### src/rtl/exe_ctrl_pkg.sv
// Shared constants and state encoding for the execute-stage sequencing controller.
package exe_ctrl_pkg;

  localparam int ARCH_LEN_DEF    = 32;
  localparam int MUL_LATENCY_DEF = 4;
  localparam int PERF_W_DEF      = 32;
  localparam int MUL_CNT_W       = 4;

  typedef enum logic [1:0] {
    RUN,
    MUL_BUSY,
    MEM_WAIT
  } exe_ctrl_state_t;

endpackage

### src/rtl/exe_ctrl_if.sv
// Pipeline-control bundle between the execute stage datapath and exe_ctrl.
interface exe_ctrl_if #(
  parameter int ARCH_LEN = 32,
  parameter int PERF_W   = 32
);
  logic [4:0]          id_rs1_in;
  logic [4:0]          id_rs2_in;
  logic                id_use_rs1_in;
  logic                id_use_rs2_in;
  logic                exe_valid_in;
  logic                exe_is_load_in;
  logic                exe_is_mul_in;
  logic [4:0]          exe_rd_in;
  logic                kill_exe_in;
  logic [ARCH_LEN-1:0] pc_br_tk_in;
  logic                mem_busy_in;
  logic                stall_if_out;
  logic                stall_id_out;
  logic                stall_exe_out;
  logic                flush_if_out;
  logic                flush_exe_out;
  logic                mul_done_out;
  logic                redirect_valid_out;
  logic [ARCH_LEN-1:0] redirect_pc_out;
  logic [PERF_W-1:0]   stall_cnt_out;

  modport master (
    output id_rs1_in, id_rs2_in, id_use_rs1_in, id_use_rs2_in, exe_valid_in,
           exe_is_load_in, exe_is_mul_in, exe_rd_in, kill_exe_in, pc_br_tk_in,
           mem_busy_in,
    input  stall_if_out, stall_id_out, stall_exe_out, flush_if_out, flush_exe_out,
           mul_done_out, redirect_valid_out, redirect_pc_out, stall_cnt_out
  );

  modport slave (
    input  id_rs1_in, id_rs2_in, id_use_rs1_in, id_use_rs2_in, exe_valid_in,
           exe_is_load_in, exe_is_mul_in, exe_rd_in, kill_exe_in, pc_br_tk_in,
           mem_busy_in,
    output stall_if_out, stall_id_out, stall_exe_out, flush_if_out, flush_exe_out,
           mul_done_out, redirect_valid_out, redirect_pc_out, stall_cnt_out
  );
endinterface

### src/rtl/exe_ctrl_sat_counter.sv
// Up-counter that sticks at all-ones instead of wrapping.
module sat_counter #(
  parameter int W = 32
) (
  input  logic         clk,
  input  logic         rst,
  input  logic         inc,
  output logic [W-1:0] count
);

  // NOTE: sequential state uses non-blocking assignment so every flop samples pre-edge values.
  always_ff @(posedge clk or posedge rst) begin
    if (rst) begin
      count <= '0;
    end else if (inc && (count != '1)) begin
      count <= count + W'(1);
    end
  end

endmodule

### src/rtl/exe_ctrl.sv
// Execute-stage sequencing: MUL occupancy, memory-wait freeze, load-use bubble,
// branch kill with registered redirect, and a stall-cycle performance counter.
module exe_ctrl
  import exe_ctrl_pkg::*;
#(
  parameter int MUL_LATENCY = MUL_LATENCY_DEF,
  parameter int ARCH_LEN    = ARCH_LEN_DEF,
  parameter int PERF_W      = PERF_W_DEF
) (
  input logic       clk,
  input logic       rst,
  exe_ctrl_if.slave bus
);

  localparam logic [MUL_CNT_W-1:0] MUL_LOAD = MUL_CNT_W'(MUL_LATENCY - 1);

  exe_ctrl_state_t      state, state_d;
  logic [MUL_CNT_W-1:0] cnt, cnt_d;
  logic                 run_like;
  logic                 stall;
  logic                 mul_done;
  logic                 kill_take;
  logic                 lu_stall;
  logic                 load_use;
  logic                 redirect_valid_q;
  logic [ARCH_LEN-1:0]  redirect_pc_q;

  assign load_use = bus.exe_valid_in && bus.exe_is_load_in && (bus.exe_rd_in != 5'd0) &&
                    ((bus.id_use_rs1_in && (bus.id_rs1_in == bus.exe_rd_in)) ||
                     (bus.id_use_rs2_in && (bus.id_rs2_in == bus.exe_rd_in)));

  // NOTE: every always_comb output gets a default first so no path can infer a latch.
  always_comb begin
    state_d  = state;
    cnt_d    = cnt;
    run_like = 1'b0;
    stall    = 1'b0;
    mul_done = 1'b0;
    unique case (state)
      RUN: begin
        if (bus.mem_busy_in) begin
          stall   = 1'b1;
          state_d = MEM_WAIT;
        end else begin
          run_like = 1'b1;
        end
      end
      MUL_BUSY: begin
        if (bus.mem_busy_in) begin
          stall   = 1'b1;
          state_d = MEM_WAIT;
        end else if (cnt > MUL_CNT_W'(1)) begin
          stall = 1'b1;
          cnt_d = cnt - MUL_CNT_W'(1);
        end else begin
          mul_done = 1'b1;
          cnt_d    = '0;
          state_d  = RUN;
        end
      end
      MEM_WAIT: begin
        if (bus.mem_busy_in) begin
          stall = 1'b1;
        end else if (cnt != '0) begin
          // The interrupted MUL resumes next cycle with its count untouched.
          stall   = 1'b1;
          state_d = MUL_BUSY;
        end else begin
          run_like = 1'b1;
          state_d  = RUN;
        end
      end
      default: state_d = RUN;
    endcase

    if (run_like && bus.exe_valid_in && bus.exe_is_mul_in) begin
      if (MUL_LATENCY > 1) begin
        stall   = 1'b1;
        cnt_d   = MUL_LOAD;
        state_d = MUL_BUSY;
      end else begin
        mul_done = 1'b1;
      end
    end
  end

  // A kill waits while execute is held; it outranks the load-use bubble.
  assign kill_take = bus.kill_exe_in && !stall;
  assign lu_stall  = run_like && !stall && !bus.kill_exe_in && load_use;

  always_ff @(posedge clk or posedge rst) begin
    if (rst) begin
      state            <= RUN;
      cnt              <= '0;
      redirect_valid_q <= 1'b0;
      redirect_pc_q    <= '0;
    end else begin
      state            <= state_d;
      cnt              <= cnt_d;
      redirect_valid_q <= kill_take;
      if (kill_take) begin
        redirect_pc_q <= bus.pc_br_tk_in;
      end
    end
  end

  assign bus.stall_if_out       = stall || lu_stall;
  assign bus.stall_id_out       = stall || lu_stall;
  assign bus.stall_exe_out      = stall;
  assign bus.flush_if_out       = kill_take;
  assign bus.flush_exe_out      = kill_take || lu_stall;
  assign bus.mul_done_out       = mul_done;
  assign bus.redirect_valid_out = redirect_valid_q;
  assign bus.redirect_pc_out    = redirect_pc_q;

  sat_counter #(.W(PERF_W)) u_stall_cnt (
    .clk   (clk),
    .rst   (rst),
    .inc   (bus.stall_if_out),
    .count (bus.stall_cnt_out)
  );

endmodule

### src/flat_wrapper.sv
// flat-port wrapper written by rule: the top's interface ports become plain ports
module exe_ctrl_flat import exe_ctrl_pkg::*;
#(
  parameter int MUL_LATENCY = MUL_LATENCY_DEF,
  parameter int ARCH_LEN    = ARCH_LEN_DEF,
  parameter int PERF_W      = PERF_W_DEF
)
  (clk, rst, bus_id_rs1_in, bus_id_rs2_in, bus_id_use_rs1_in, bus_id_use_rs2_in, bus_exe_valid_in, bus_exe_is_load_in, bus_exe_is_mul_in, bus_exe_rd_in, bus_kill_exe_in, bus_pc_br_tk_in, bus_mem_busy_in, bus_stall_if_out, bus_stall_id_out, bus_stall_exe_out, bus_flush_if_out, bus_flush_exe_out, bus_mul_done_out, bus_redirect_valid_out, bus_redirect_pc_out, bus_stall_cnt_out);
  exe_ctrl_if #(.ARCH_LEN(ARCH_LEN), .PERF_W(PERF_W)) bus_i ();
  input logic clk;
  input logic rst;
  input wire logic [$bits(bus_i.id_rs1_in)-1:0] bus_id_rs1_in;
  input wire logic [$bits(bus_i.id_rs2_in)-1:0] bus_id_rs2_in;
  input wire logic [$bits(bus_i.id_use_rs1_in)-1:0] bus_id_use_rs1_in;
  input wire logic [$bits(bus_i.id_use_rs2_in)-1:0] bus_id_use_rs2_in;
  input wire logic [$bits(bus_i.exe_valid_in)-1:0] bus_exe_valid_in;
  input wire logic [$bits(bus_i.exe_is_load_in)-1:0] bus_exe_is_load_in;
  input wire logic [$bits(bus_i.exe_is_mul_in)-1:0] bus_exe_is_mul_in;
  input wire logic [$bits(bus_i.exe_rd_in)-1:0] bus_exe_rd_in;
  input wire logic [$bits(bus_i.kill_exe_in)-1:0] bus_kill_exe_in;
  input wire logic [$bits(bus_i.pc_br_tk_in)-1:0] bus_pc_br_tk_in;
  input wire logic [$bits(bus_i.mem_busy_in)-1:0] bus_mem_busy_in;
  output wire logic [$bits(bus_i.stall_if_out)-1:0] bus_stall_if_out;
  output wire logic [$bits(bus_i.stall_id_out)-1:0] bus_stall_id_out;
  output wire logic [$bits(bus_i.stall_exe_out)-1:0] bus_stall_exe_out;
  output wire logic [$bits(bus_i.flush_if_out)-1:0] bus_flush_if_out;
  output wire logic [$bits(bus_i.flush_exe_out)-1:0] bus_flush_exe_out;
  output wire logic [$bits(bus_i.mul_done_out)-1:0] bus_mul_done_out;
  output wire logic [$bits(bus_i.redirect_valid_out)-1:0] bus_redirect_valid_out;
  output wire logic [$bits(bus_i.redirect_pc_out)-1:0] bus_redirect_pc_out;
  output wire logic [$bits(bus_i.stall_cnt_out)-1:0] bus_stall_cnt_out;
  assign bus_i.id_rs1_in = bus_id_rs1_in;
  assign bus_i.id_rs2_in = bus_id_rs2_in;
  assign bus_i.id_use_rs1_in = bus_id_use_rs1_in;
  assign bus_i.id_use_rs2_in = bus_id_use_rs2_in;
  assign bus_i.exe_valid_in = bus_exe_valid_in;
  assign bus_i.exe_is_load_in = bus_exe_is_load_in;
  assign bus_i.exe_is_mul_in = bus_exe_is_mul_in;
  assign bus_i.exe_rd_in = bus_exe_rd_in;
  assign bus_i.kill_exe_in = bus_kill_exe_in;
  assign bus_i.pc_br_tk_in = bus_pc_br_tk_in;
  assign bus_i.mem_busy_in = bus_mem_busy_in;
  assign bus_stall_if_out = bus_i.stall_if_out;
  assign bus_stall_id_out = bus_i.stall_id_out;
  assign bus_stall_exe_out = bus_i.stall_exe_out;
  assign bus_flush_if_out = bus_i.flush_if_out;
  assign bus_flush_exe_out = bus_i.flush_exe_out;
  assign bus_mul_done_out = bus_i.mul_done_out;
  assign bus_redirect_valid_out = bus_i.redirect_valid_out;
  assign bus_redirect_pc_out = bus_i.redirect_pc_out;
  assign bus_stall_cnt_out = bus_i.stall_cnt_out;
  exe_ctrl #(.MUL_LATENCY(MUL_LATENCY), .ARCH_LEN(ARCH_LEN), .PERF_W(PERF_W)) u_core (.clk(clk), .rst(rst), .bus(bus_i));
endmodule
### config.mk
export PLATFORM = sky130hd
export DESIGN_NAME = exe_ctrl_flat
export DESIGN_NICKNAME = d
export VERILOG_FILES = /design/src/rtl/exe_ctrl_pkg.sv /design/src/rtl/exe_ctrl_if.sv /design/src/rtl/exe_ctrl_sat_counter.sv /design/src/rtl/exe_ctrl.sv /design/src/flat_wrapper.sv
export SDC_FILE = /design/constraint.sdc
export NUM_CORES = 1
export LEC_CHECK = 0
export ABC_AREA = 1
export CORE_MARGIN = 2
export CORE_UTILIZATION = 45
export CTS_CLUSTER_DIAMETER = 40
export DETAILED_ROUTE_END_ITERATION = 8
export MAX_ROUTING_LAYER = met4
export PLACE_DENSITY_LB_ADDON = 0.05
export SKIP_CTS_REPAIR_TIMING = 1
export SYNTH_ARGS = -nofsm -noshare
export SYNTH_HDL_FRONTEND = slang
export SYNTH_SLANG_ARGS = --single-unit
### constraint.sdc
create_clock -name clk -period 5.2 [get_ports clk]
set_clock_uncertainty 0.1 [all_clocks]
set_input_delay 0.52 -clock clk [delete_from_list [all_inputs] [get_ports clk]]
set_output_delay 0.52 -clock clk [all_outputs]
set_load 0.1 [all_outputs]
==> metrics.md, run 1 <==
| Metric | Value |
|---|---|
| Status | finished clean |
| Root Driver | clkbuf_8 |
| Vias in the first global route | 4,061 |
| Placer Congestion | 0.8904 |
| CP Max Fanout | 35 |
| DRT Wirelength | 11,280 um |
| Row Count | 35 |
| Worst setup EP type | output pin |
| HP Start | u_core.bus.redirect_pc_out[30] |
| Vias | 4,194 |
| Mapped Cells | 602 |
| Top cell type's share of synthesized area | 0.4201 |
| Top FF cell, synth | dfrtp_1 |
| Clk Latency, worst-skew pair | 0.34 ns |
| Sequential cell area fraction in the yosys report | 0.4201 |
| M3 GR Usage | 0.04646 |
| Distinct cells, synth | 26 |
| Clk slew on worst S/H paths | 0.08 ns |
| Area Overhead vs Synth | 34.59% |
| Die W | 100.9 um |
| Reg2reg path depth | 9 |
| Initial Util | 0.4599 |
| Total grt overflow | 0 |
| Grt met1 use | 0.2769 |
| Final Cycle Share | 0.8158 |
| Slew HR | 0.3083 |
| Routed len/inst | 13.46 um |
| Post-synth top area cell | dfrtp_1 |
| Largest net degree at the start of global routing | 72 |
| Setup WS post-layout | 0.9576 ns |
| Synth Register Bits | 71 |
| Vias/cell | 5.005 |
| Leakage | 2.751 nW |
| Longest Clk Path Bufs | 2 |
| Count of cells along the worst hold path | 2 |
| Unrepaired setup endpoints after global routing | false |
| Largest cells by area after synthesis | dfrtp_1, nand2_1, nand3_1 |
| Worst-margin pin slew | 1.034 ns |
| Max-slew violations | 0 |
| N_diodes | 0 |
| Initial antenna violation count | 0 |
| PortBufs | 126 |
| RR Endpoint | u_core.u_stall_cnt.count[11] |
| Core Box Area | 0.009196 sq mm |
| Io pins | 127 |
| Mean Syn Cell Area | 7.025 sq um |
| Critical Path Start Type | register |
| Pwr Density | 630.2 mW/mm^2 |
| Max Cap Viol | 0 |
| Peak VDD IR | 0.0006940 V |
| Post-synth EDFFs | 0 |
| Met2 global-route usage | 0.4092 |
| Global route hottest layer | met2 |
| Syn_nets | 665 |
| CTS sink count | 71 |
| Share of cells above drive strength 1 | 0.04677 |
| HPWL after DPL | 8231 um |
| Global-route wire length before repair | 18,650 um |
| Routed Antenna Nets | 0 |
| CTS Buf Count | 9 |
| Synth warn | 0 |
| Hold/Removal Path Class | reg -> reg |
| Hold Violations, Final | 0 |
| Worst r2r src | u_core.u_stall_cnt.count[0] |
| CTS tree | built |
| Tmin final | 4.242 ns |
| Worst Hold Endpoint | u_core.bus.redirect_pc_out[30] |
| Final setup violation count | 0 |
| Ys async rst share | 1.000 |
| Required @ worst endpoint | 4.58 ns |
| Synth Cell Area | 0.004229 sq mm |
| Top-count cell post-synth | nand2_1 |
| Total GRT Usage | 0.2368 |
| # DRC | 0 |
| H-tree levels | 3 |
| Reg2Reg Setup Slack | 2.38 ns |
| Setup TNS | 0 ns |
| Crit Path Class | reg -> out |
| Die height | 100.9 um |
| Die ar. | 0.01019 sq mm |
| DR iter-0 viols | 154 |
| Router iterations before antenna repair | 5 |
| NumNets Final | 785 |
| Setup WS pre-CTS | 1.258 ns |
| Worst EP arrival | 3.62 ns |
| Commonest cells post-synth | nand2_1, dfrtp_1, nor2_1 |
| Fmax | 0.2357 GHz |
-- cells in the final DEF (no fill, tap or decap), types with 2 or more instances in the layout --
cell,Yosys,routed
ha_1,7,7
nand2_1,261,261
o21ai_1,2,2
clkinv_2,0,2
nand4_1,6,6
xor2_1,15,15
dfrtp_1,71,71
nand2_2,5,5
nor2_1,52,52
nand3_1,46,46
clkbuf_8,0,9
clkdlybuf4s50_1,0,123
buf_4,4,5
nor2_4,2,2
xnor2_1,4,4
a21oi_1,5,5
nor3_1,9,9
nand3b_1,9,9
inv_1,49,48
clkinvlp_4,0,4
o21ai_0,34,34
-- report_power, final --
part | internal [mW] | switching, mW | leakage, nW
Combinational | 0.491 | 1.88 | 1.75
Clock | 0.173 | 0.223 | 0.0776
Sequential | 0.715 | 0.102 | 0.924
Total | 1.38 | 2.21 | 2.75
-- worst max-delay path, cell delays in order, from the launching register on --
cell             delay [ns]
dfrtp_1                0.39
inv_1                  0.13
ha_1                   0.26
inv_1                  0.06
nand2_1                0.08
nand2_2                0.09
nor2_1                 0.10
nand2_1                0.07
nand2_1                0.06
nand2_1                0.06
nand2_2                0.11
nand2_4                0.22
nor2_8                 0.43
clkdlybuf4s50_1        1.22
-- flip-flops by register name (all words and copies together) (netlist names) --
| name | cells |
|---|---|
| u_core.bus.redirect_pc_out | 32 |
| u_core.state | 2 |
| u_core.u_stall_cnt.count | 32 |
| u_core.cnt | 4 |
| u_core.bus.redirect_valid_out | 1 |
-- per-layer routing --
metal	share of wire	wire length, um	vias up
met5	0	0	-
met2	0.50	5651	102
li1	-	-	2118
met4	0.017	189	0
met3	0.045	504	14
met1	0.44	4937	1960
-- layout make-up --
type / count / area (sq um)
well taps: 111 / 138.9
multi-input cells: 463 / 2151
fillers: 867 / 3505
flip-flops and latches: 71 / 1777
clock buffers: 9 / 123.9
inverters: 49 / 183.9
clock inverters: 7 / 48.80
repair buffers: 128 / 1269
-- cells by family (layout without fill, tap and decap cells) --
| family | after synthesis | count (layout) | synth area share |
|---|---|---|---|
| buffers and inverters | 68 | 193 | 0.07130 |
| and+or+nand+nor | 395 | 395 | 0.3985 |
| AOI/OAI and AO/OA | 42 | 42 | 0.05000 |
| DFF | 71 | 71 | 0.4201 |
| adders and majority gates | 7 | 7 | 0.02071 |
| xor gates and xnor gates | 19 | 19 | 0.03935 |
-- metrics by stage --
step / utilization / power [mW] / area (sq um) / cells / hold slack [ns]
3_3_place_gp: 0.6001 / 3.177 / 5519 / 822 / 0.3616
4_1_cts: 0.6189 / 3.609 / 5692 / 838 / 0.4020
6_report: 0.6189 / 3.587 / 5692 / 838 / 0.3968
2_1_floorplan: - / 2.719 / 4229 / 602 / 0.3958
3_5_place_dp: 0.6001 / 3.209 / 5519 / 822 / 0.3793
5_1_grt: 0.6189 / 3.780 / 5692 / 838 / 0.4225
-- worst max-delay path by stage --
| stage | from | end | slack, ns | cells past startpoint |
|---|---|---|---|---|
| detailed placement | bus_mem_busy_in | bus_flush_if_out | 1.26 | 9 |
| global placement | bus_mem_busy_in | bus_flush_if_out | 1.29 | 9 |
| finish | u_core.cnt[0] | bus_flush_if_out | 0.96 | 13 |
| CTS | u_core.cnt[0] | bus_flush_if_out | 0.96 | 13 |
| global route | u_core.cnt[0] | bus_flush_if_out | 0.76 | 13 |
| floorplan | u_core.cnt[0] | bus_flush_exe_out | 1.43 | 13 |
(Power assumes the default switching activity.)
==> inputs of run 2 (changes only) <==
==> constraint.sdc (replaced) <==
create_clock -name clk -period 4.14 [get_ports clk]
set_clock_uncertainty 0.1 [all_clocks]
set_input_delay 0.414 -clock clk [delete_from_list [all_inputs] [get_ports clk]]
set_output_delay 0.414 -clock clk [all_outputs]
set_load 0.1 [all_outputs]
==> metrics.md, run 2 (synthesis results as in run 1) <==
| Metric | Value |
|---|---|
| Vias/cell | 4.973 (was 5.005) |
| Slew HR | 0.3254 (was 0.3083) |
| Longest Clk Path Bufs | 2 (unchanged) |
| Crit Path Class | reg -> out (unchanged) |
| Slowest CP cell | nor2_8 (was clkdlybuf4s50_1) |
| HPWL after DPL | 8354 um (was 8231 um) |
| Total GRT Usage | 0.2331 (was 0.2368) |
| Largest net degree at the start of global routing | 45 (was 72) |
| CP top delay family | simple AND/OR/NAND/NOR gates (was buffers and inverters) |
| Status | finished clean (unchanged) |
| Most frequent cells in the layout | nand2_1, clkdlybuf4s50_1, dfrtp_1 (unchanged) |
| NumNets Final | 784 (was 785) |
| Cell count along the critical path | 13 (unchanged) |
| Buf+Inv Stages, Crit Path | 3 (unchanged) |
| Max incr delay on CP | 0.43 ns (was 1.22 ns) |
| Die W | 100.9 um (unchanged) |
| Area Overhead vs Synth | 36.09% (was 34.59%) |
| Sw Pwr | 2.781 mW (was 2.208 mW) |
| Required @ worst endpoint | 3.63 ns (was 4.58 ns) |
| Initial Util | 0.4599 (unchanged) |
| CTS sink count | 71 (unchanged) |
| CP Max Fanout | 35 (unchanged) |
| Io pins | 127 (unchanged) |
| Clk slew on worst S/H paths | 0.08 ns (about the same) |
| Peak VDD IR | 0.0009265 V (was 0.0006940 V) |
| Fmax | 0.3071 GHz |
| Reg2reg path depth | 9 (unchanged) |
| Most numerous cell on the critical path | nand2_1 (unchanged) |
| Vias in the first global route | 3,997 (was 4,061) |
| Vias | 4,162 (was 4,194) |
| Routed len/inst | 13.43 um (was 13.46 um) |
| Row Count | 35 (unchanged) |
| Die ar. | 0.01019 sq mm (unchanged) |
| Core Box Area | 0.009196 sq mm (unchanged) |
| P_int | 1.915 mW (was 1.378 mW) |
| Critical Path, Cell by Cell | inv_1, ha_1, inv_1, nand2_1, nand2_2, nor2_1, nand2_1, nand2_1, nand2_1, nand2_2, nand2_4, nor2_8, buf_4 (was inv_1, ha_1, inv_1, nand2_1, nand2_2, nor2_1, nand2_1, nand2_1, nand2_1, nand2_2, nand2_4, nor2_8, clkdlybuf4s50_1) |
| Total grt overflow | 0 (unchanged) |
| Tmin final | 3.256 ns |
| Routed Antenna Nets | 0 (unchanged) |
| Hold Violations, Final | 0 (unchanged) |
| Pwr Density | 815.9 mW/mm^2 (was 630.2 mW/mm^2) |
| CTS tree | built (unchanged) |
| DRT Wirelength | 11,240 um (was 11,280 um) |
| Register share of total power | 0.219 (was 0.228) |
| # DRC | 0 (unchanged) |
| Max-slew violations | 0 (unchanged) |
| Critical Path Start Type | register (unchanged) |
| CTS Buf Count | 9 (unchanged) |
| DR iter-0 viols | 167 (was 154) |
| Die height | 100.9 um (unchanged) |
| Root Driver | clkbuf_8 (unchanged) |
| Worst EP arrival | 2.74 ns (was 3.62 ns) |
| Worst setup EP type | output pin (unchanged) |
| Setup WS pre-CTS | 0.9114 ns (was 1.258 ns) |
| Clk Latency, worst-skew pair | 0.35 ns (was 0.34 ns) |
| Setup WS post-layout | 0.8837 ns (was 0.9576 ns) |
| RR Endpoint | u_core.u_stall_cnt.count[7] (was u_core.u_stall_cnt.count[11]) |
| Share of cells above drive strength 1 | 0.04959 (was 0.04677) |
| Global-route wire length before repair | 18,490 um (was 18,650 um) |
| Max Cap Viol | 0 (unchanged) |
| Worst-margin pin slew | 1.011 ns (was 1.034 ns) |
| Placer Congestion | 0.9113 (was 0.8904) |
| Leakage | 2.799 nW (was 2.751 nW) |
| Setup TNS | 0 ns (unchanged) |
| Worst r2r src | u_core.u_stall_cnt.count[0] (unchanged) |
| Reg2Reg Setup Slack | 1.32 ns (was 2.38 ns) |
| Combinational Power Share | 0.631 (was 0.662) |
| PortBufs | 126 (unchanged) |
| Hold/Removal Path Class | in -> async (was reg -> reg) |
| N_diodes | 0 (unchanged) |
| Final Cycle Share | 0.7865 |
| Final setup violation count | 0 (unchanged) |
| Router iterations before antenna repair | 6 (was 5) |
| Sw frac | 0.5922 (was 0.6157) |
| Most common cell after layout, fill and taps aside | nand2_1 (unchanged) |
| Clk pwr share | 0.150 (was 0.110) |
| Initial antenna violation count | 0 (unchanged) |
| H-tree levels | 3 (unchanged) |
| Unrepaired setup endpoints after global routing | false (unchanged) |
-- run 2: worst reg2reg max path, cell delays in order (launching register included) --
cell and delay, ns:
dfrtp_1 0.47, ha_1 0.29, nand2_1 0.14, nor2_4 0.17, nand2_2 0.16, nor2_4 0.17, nand2_2 0.39, nand2_2 0.66
nand2_1 0.14, nand2_1 0.08
-- run 2: worst max-delay path by stage --
stage                     slack (ns)       startpoint                           end
final                           0.88    u_core.cnt[0]              bus_flush_if_out
after floorplan                 0.47    u_core.cnt[0]             bus_flush_exe_out
after CTS                       0.83    u_core.cnt[0]              bus_flush_if_out
after detailed placement        0.91  bus_kill_exe_in   u_core.u_stall_cnt.count[2]
after global routing            0.62    u_core.cnt[0]              bus_flush_if_out
after global placement          0.95  bus_kill_exe_in  u_core.u_stall_cnt.count[26]
-- run 2: final cells by class --
cell class | count | area, sq um
inverters | 49 | 183.9
multi-input cells | 463 | 2151
fillers | 845 | 3441
clock buffers | 9 | 123.9
repair buffers | 127 | 1254
clock inverters | 7 | 127.6
well taps | 111 | 138.9
flip-flops and latches | 71 | 1777
-- run 2: metrics by stage --
step / instance area [sq um] / total power [mW] / instances / utilization / hold WS (ns)
final: 5756 / 4.696 / 837 / 0.6259 / 0.3707
after global routing: 5756 / 4.938 / 837 / 0.6259 / 0.4264
after CTS: 5756 / 4.731 / 837 / 0.6259 / 0.4047
after detailed placement: 5504 / 4.021 / 821 / 0.5985 / 0.3868
after global placement: 5504 / 3.980 / 821 / 0.5985 / 0.3725
after floorplan: 4229 / 3.415 / 602 / - / 0.3958
-- run 2: per-layer routing --
metal / global-route usage / part of all wire
met1: 0.2815 / 0.43
met2: 0.3897 / 0.50
met3: 0.05062 / 0.051
met4: 0.07484 / 0.018
met5: - / 0
-- run 2: power by group through the flow --
stage | clock network (mW) | registers (mW) | logic, mW
6_report | 0.703 | 1.03 | 2.96
2_1_floorplan | 0 | 2.29 | 1.13
3_3_place_gp | 0 | 1.03 | 2.95
5_1_grt | 0.749 | 1.06 | 3.13
4_1_cts | 0.714 | 1.03 | 2.99
3_5_place_dp | 0 | 1.04 | 2.98
==> inputs of run 3 (changes only) <==
--- a/config.mk
+++ b/config.mk
@@ -7,7 +7,7 @@
 export LEC_CHECK = 0
 export ABC_AREA = 1
 export CORE_MARGIN = 2
-export CORE_UTILIZATION = 45
+export CORE_UTILIZATION = 43
 export CTS_CLUSTER_DIAMETER = 40
 export DETAILED_ROUTE_END_ITERATION = 8
 export MAX_ROUTING_LAYER = met4
==> constraint.sdc (replaced) <==
create_clock -name clk -period 2.9 [get_ports clk]
set_clock_uncertainty 0.1 [all_clocks]
set_input_delay 0.29 -clock clk [delete_from_list [all_inputs] [get_ports clk]]
set_output_delay 0.29 -clock clk [all_outputs]
set_load 0.1 [all_outputs]
==> metrics.md, run 3 (synthesis results as in run 1) <==
| Metric | Value |
|---|---|
| Root Driver | clkbuf_8 (unchanged) |
| Required @ worst endpoint | 2.51 ns (was 3.63 ns) |
| Worst EP arrival | 2.26 ns (was 2.74 ns) |
| Largest net degree at the start of global routing | 36 (was 45) |
| NumNets Final | 790 (was 784) |
| Io pins | 127 (unchanged) |
| Core Box Area | 0.009639 sq mm (was 0.009196 sq mm) |
| Die W | 103.2 um (was 100.9 um) |
| Hold/Removal Path Class | in -> async (unchanged) |
| Longest Clk Path Bufs | 2 (unchanged) |
| Max Cap Viol | 0 (unchanged) |
| Fin util | 0.5924 (was 0.6259) |
| Peak VDD IR | 0.0008416 V (was 0.0009265 V) |
| Critical Path Start Type | register (unchanged) |
| Initial Util | 0.4387 (was 0.4599) |
| Area Overhead vs Synth | 35.03% (was 36.09%) |
| Max-slew violations | 0 (unchanged) |
| Sw frac | 0.6108 (was 0.5922) |
| Status | finished clean (unchanged) |
| Reg2reg path depth | 14 (was 9) |
| Worst setup EP type | output pin (unchanged) |
| Most numerous cell on the critical path | nand2_1 (unchanged) |
| Total grt overflow | 0 (unchanged) |
| Row Count | 36 (was 35) |
| HPWL after DPL | 8799 um (was 8354 um) |
| Router iterations before antenna repair | 4 (was 6) |
| CTS Buf Count | 9 (unchanged) |
| Clk slew on worst S/H paths | 0.09 ns (was 0.08 ns) |
| Initial antenna violation count | 0 (unchanged) |
| CP top delay family | simple AND/OR/NAND/NOR gates (unchanged) |
| CTS sink count | 71 (unchanged) |
| Most common cell after layout, fill and taps aside | nand2_1 (unchanged) |
| Setup WS post-layout | 0.2548 ns (was 0.8837 ns) |
| Top sig layer | met4 (unchanged) |
| Total GRT Usage | 0.2364 (was 0.2331) |
| Slew HR | 0.5444 (was 0.3254) |
| DRT Wirelength | 11,730 um (was 11,240 um) |
| Share of cells above drive strength 1 | 0.1489 (was 0.04959) |
| DR iter-0 viols | 91 (was 167) |
| Worst-margin pin slew | 0.6824 ns (was 1.011 ns) |
| Final setup violation count | 0 (unchanged) |
| Vias | 4,225 (was 4,162) |
| P_int | 2.601 mW (was 1.915 mW) |
| RR Endpoint | u_core.u_stall_cnt.count[14] (was u_core.u_stall_cnt.count[7]) |
| Crit Path Class | reg -> out (unchanged) |
| Max incr delay on CP | 0.40 ns (was 0.43 ns) |
| N_diodes | 0 (unchanged) |
| Final Cycle Share | 0.9121 |
| WL met1 | 5035 um (was 4877 um) |
| # DRC | 0 (unchanged) |
| Slowest CP cell | dfrtp_1 (was nor2_8) |
| Hold Violations, Final | 0 (unchanged) |
| Unrepaired setup endpoints after global routing | false (unchanged) |
| Register share of total power | 0.220 (was 0.219) |
| H-tree levels | 3 (unchanged) |
| PortBufs | 126 (unchanged) |
| Clk pwr share | 0.113 (was 0.150) |
| Leakage | 2.918 nW (was 2.799 nW) |
| Vias/cell | 4.884 (was 4.973) |
| Pwr Density | 1170 mW/mm^2 (was 815.9 mW/mm^2) |
| Tmin final | 2.645 ns |
| Placer Congestion | 0.8732 (was 0.9113) |
| Routed Antenna Nets | 0 (unchanged) |
| CTS tree | built (unchanged) |
| Combinational Power Share | 0.667 (was 0.631) |
| Fmax | 0.3780 GHz |
| Most frequent cells in the layout | nand2_1, buf_4, dfrtp_1 (was nand2_1, clkdlybuf4s50_1, dfrtp_1) |
| Met2 routed WL | 5922 um (was 5585 um) |
| Die ar. | 0.01064 sq mm (was 0.01019 sq mm) |
| Met3 WL post-DR | 568 um (was 576 um) |
| Die height | 103.2 um (was 100.9 um) |
| Sw Pwr | 4.081 mW (was 2.781 mW) |
| Global-route wire length before repair | 19,060 um (was 18,490 um) |
| CP Max Fanout | 20 (was 35) |
| Reg2Reg Setup Slack | 0.52 ns (was 1.32 ns) |
| Worst r2r src | u_core.cnt[0] (was u_core.u_stall_cnt.count[0]) |
| Setup WS pre-CTS | 0.3187 ns (was 0.9114 ns) |
| Clk Latency, worst-skew pair | 0.35 ns (about the same) |
| Routed len/inst | 13.56 um (was 13.43 um) |
| Buf+Inv Stages, Crit Path | 3 (unchanged) |
| Vias in the first global route | 4,044 (was 3,997) |
| Critical Path, Cell by Cell | inv_1, ha_4, inv_1, nand2_1, nand2_2, nor2_1, nand2_1, nand2_1, nand2_1, nand2_2, nand3_4, buf_12 (was inv_1, ha_1, inv_1, nand2_1, nand2_2, nor2_1, nand2_1, nand2_1, nand2_1, nand2_2, nand2_4, nor2_8, buf_4) |
## run 3: cell count changes in the layout (fill, tap and decap cells not counted), sizes merged
cell and delta:
clkinv -2, clkinvlp +3, bufinv -3, inv +2, buf +71, clkdlybuf4s50 -65
## run 3: cell type report
type	instances	area, sq um
Tap cell	133	166.4
Inverter	49	183.9
Multi-Input combinational cell	463	2188
Clock buffer	9	123.9
Sequential cell	71	1777
Timing Repair Buffer	133	1211
Fill cell	957	3929
Clock inverter	7	60.06
## run 3: worst register-to-register path, cell delays in order (launching register included)
cell and delay (ns):
dfrtp_1 0.40, inv_1 0.15, ha_4 0.18, inv_1 0.04
nand2_1 0.06, nand2_2 0.09, nor2_1 0.10, nand2_1 0.06
nand2_1 0.05, nand2_1 0.05, nand2_2 0.14, nand3_4 0.29
nand2_4 0.41, nand2_1 0.11, nand2_1 0.07
## run 3: worst max-delay path by stage
stage / start / end / slack, ns / cells after the start
floorplan: u_core.cnt[0] / bus_flush_exe_out / 0.27 / 13
global placement: bus_exe_rd_in[1] / u_core.u_stall_cnt.count[27] / 0.40 / 12
detailed placement: u_core.cnt[0] / u_core.u_stall_cnt.count[5] / 0.32 / 14
CTS: u_core.cnt[0] / bus_flush_if_out / -0.05 / 13
global route: u_core.cnt[0] / bus_flush_exe_out / 0.01 / 13
finish: u_core.cnt[0] / bus_stall_id_out / 0.25 / 12
## run 3: metrics by stage
step                      power [mW]  hold slack [ns]  instances  setup TNS (ns)  area [sq um]
after detailed placement       5.900           0.3843        848               0          5493
after CTS                      6.668           0.2825        864        -0.04871          5677
final                          6.682           0.2690        865               0          5710
after global routing           7.048           0.3216        865               0          5710
after global placement         5.832           0.3674        848               0          5493
after floorplan                4.887           0.3067        602               0          4240
## run 3: routing by layer
layer	track usage	up-vias
met5	-	-
met4	0.08300	0
met3	0.03831	19
met2	0.3926	109
met1	0.2932	1956
li1	-	2141
## run 3: power by group through the flow
stage / logic (mW) / clock network [mW] / registers, mW
final: 4.46 / 0.756 / 1.47
after global routing: 4.72 / 0.824 / 1.51
after CTS: 4.42 / 0.780 / 1.47
after detailed placement: 4.42 / 0 / 1.48
after global placement: 4.36 / 0 / 1.47
after floorplan: 1.62 / 0 / 3.27
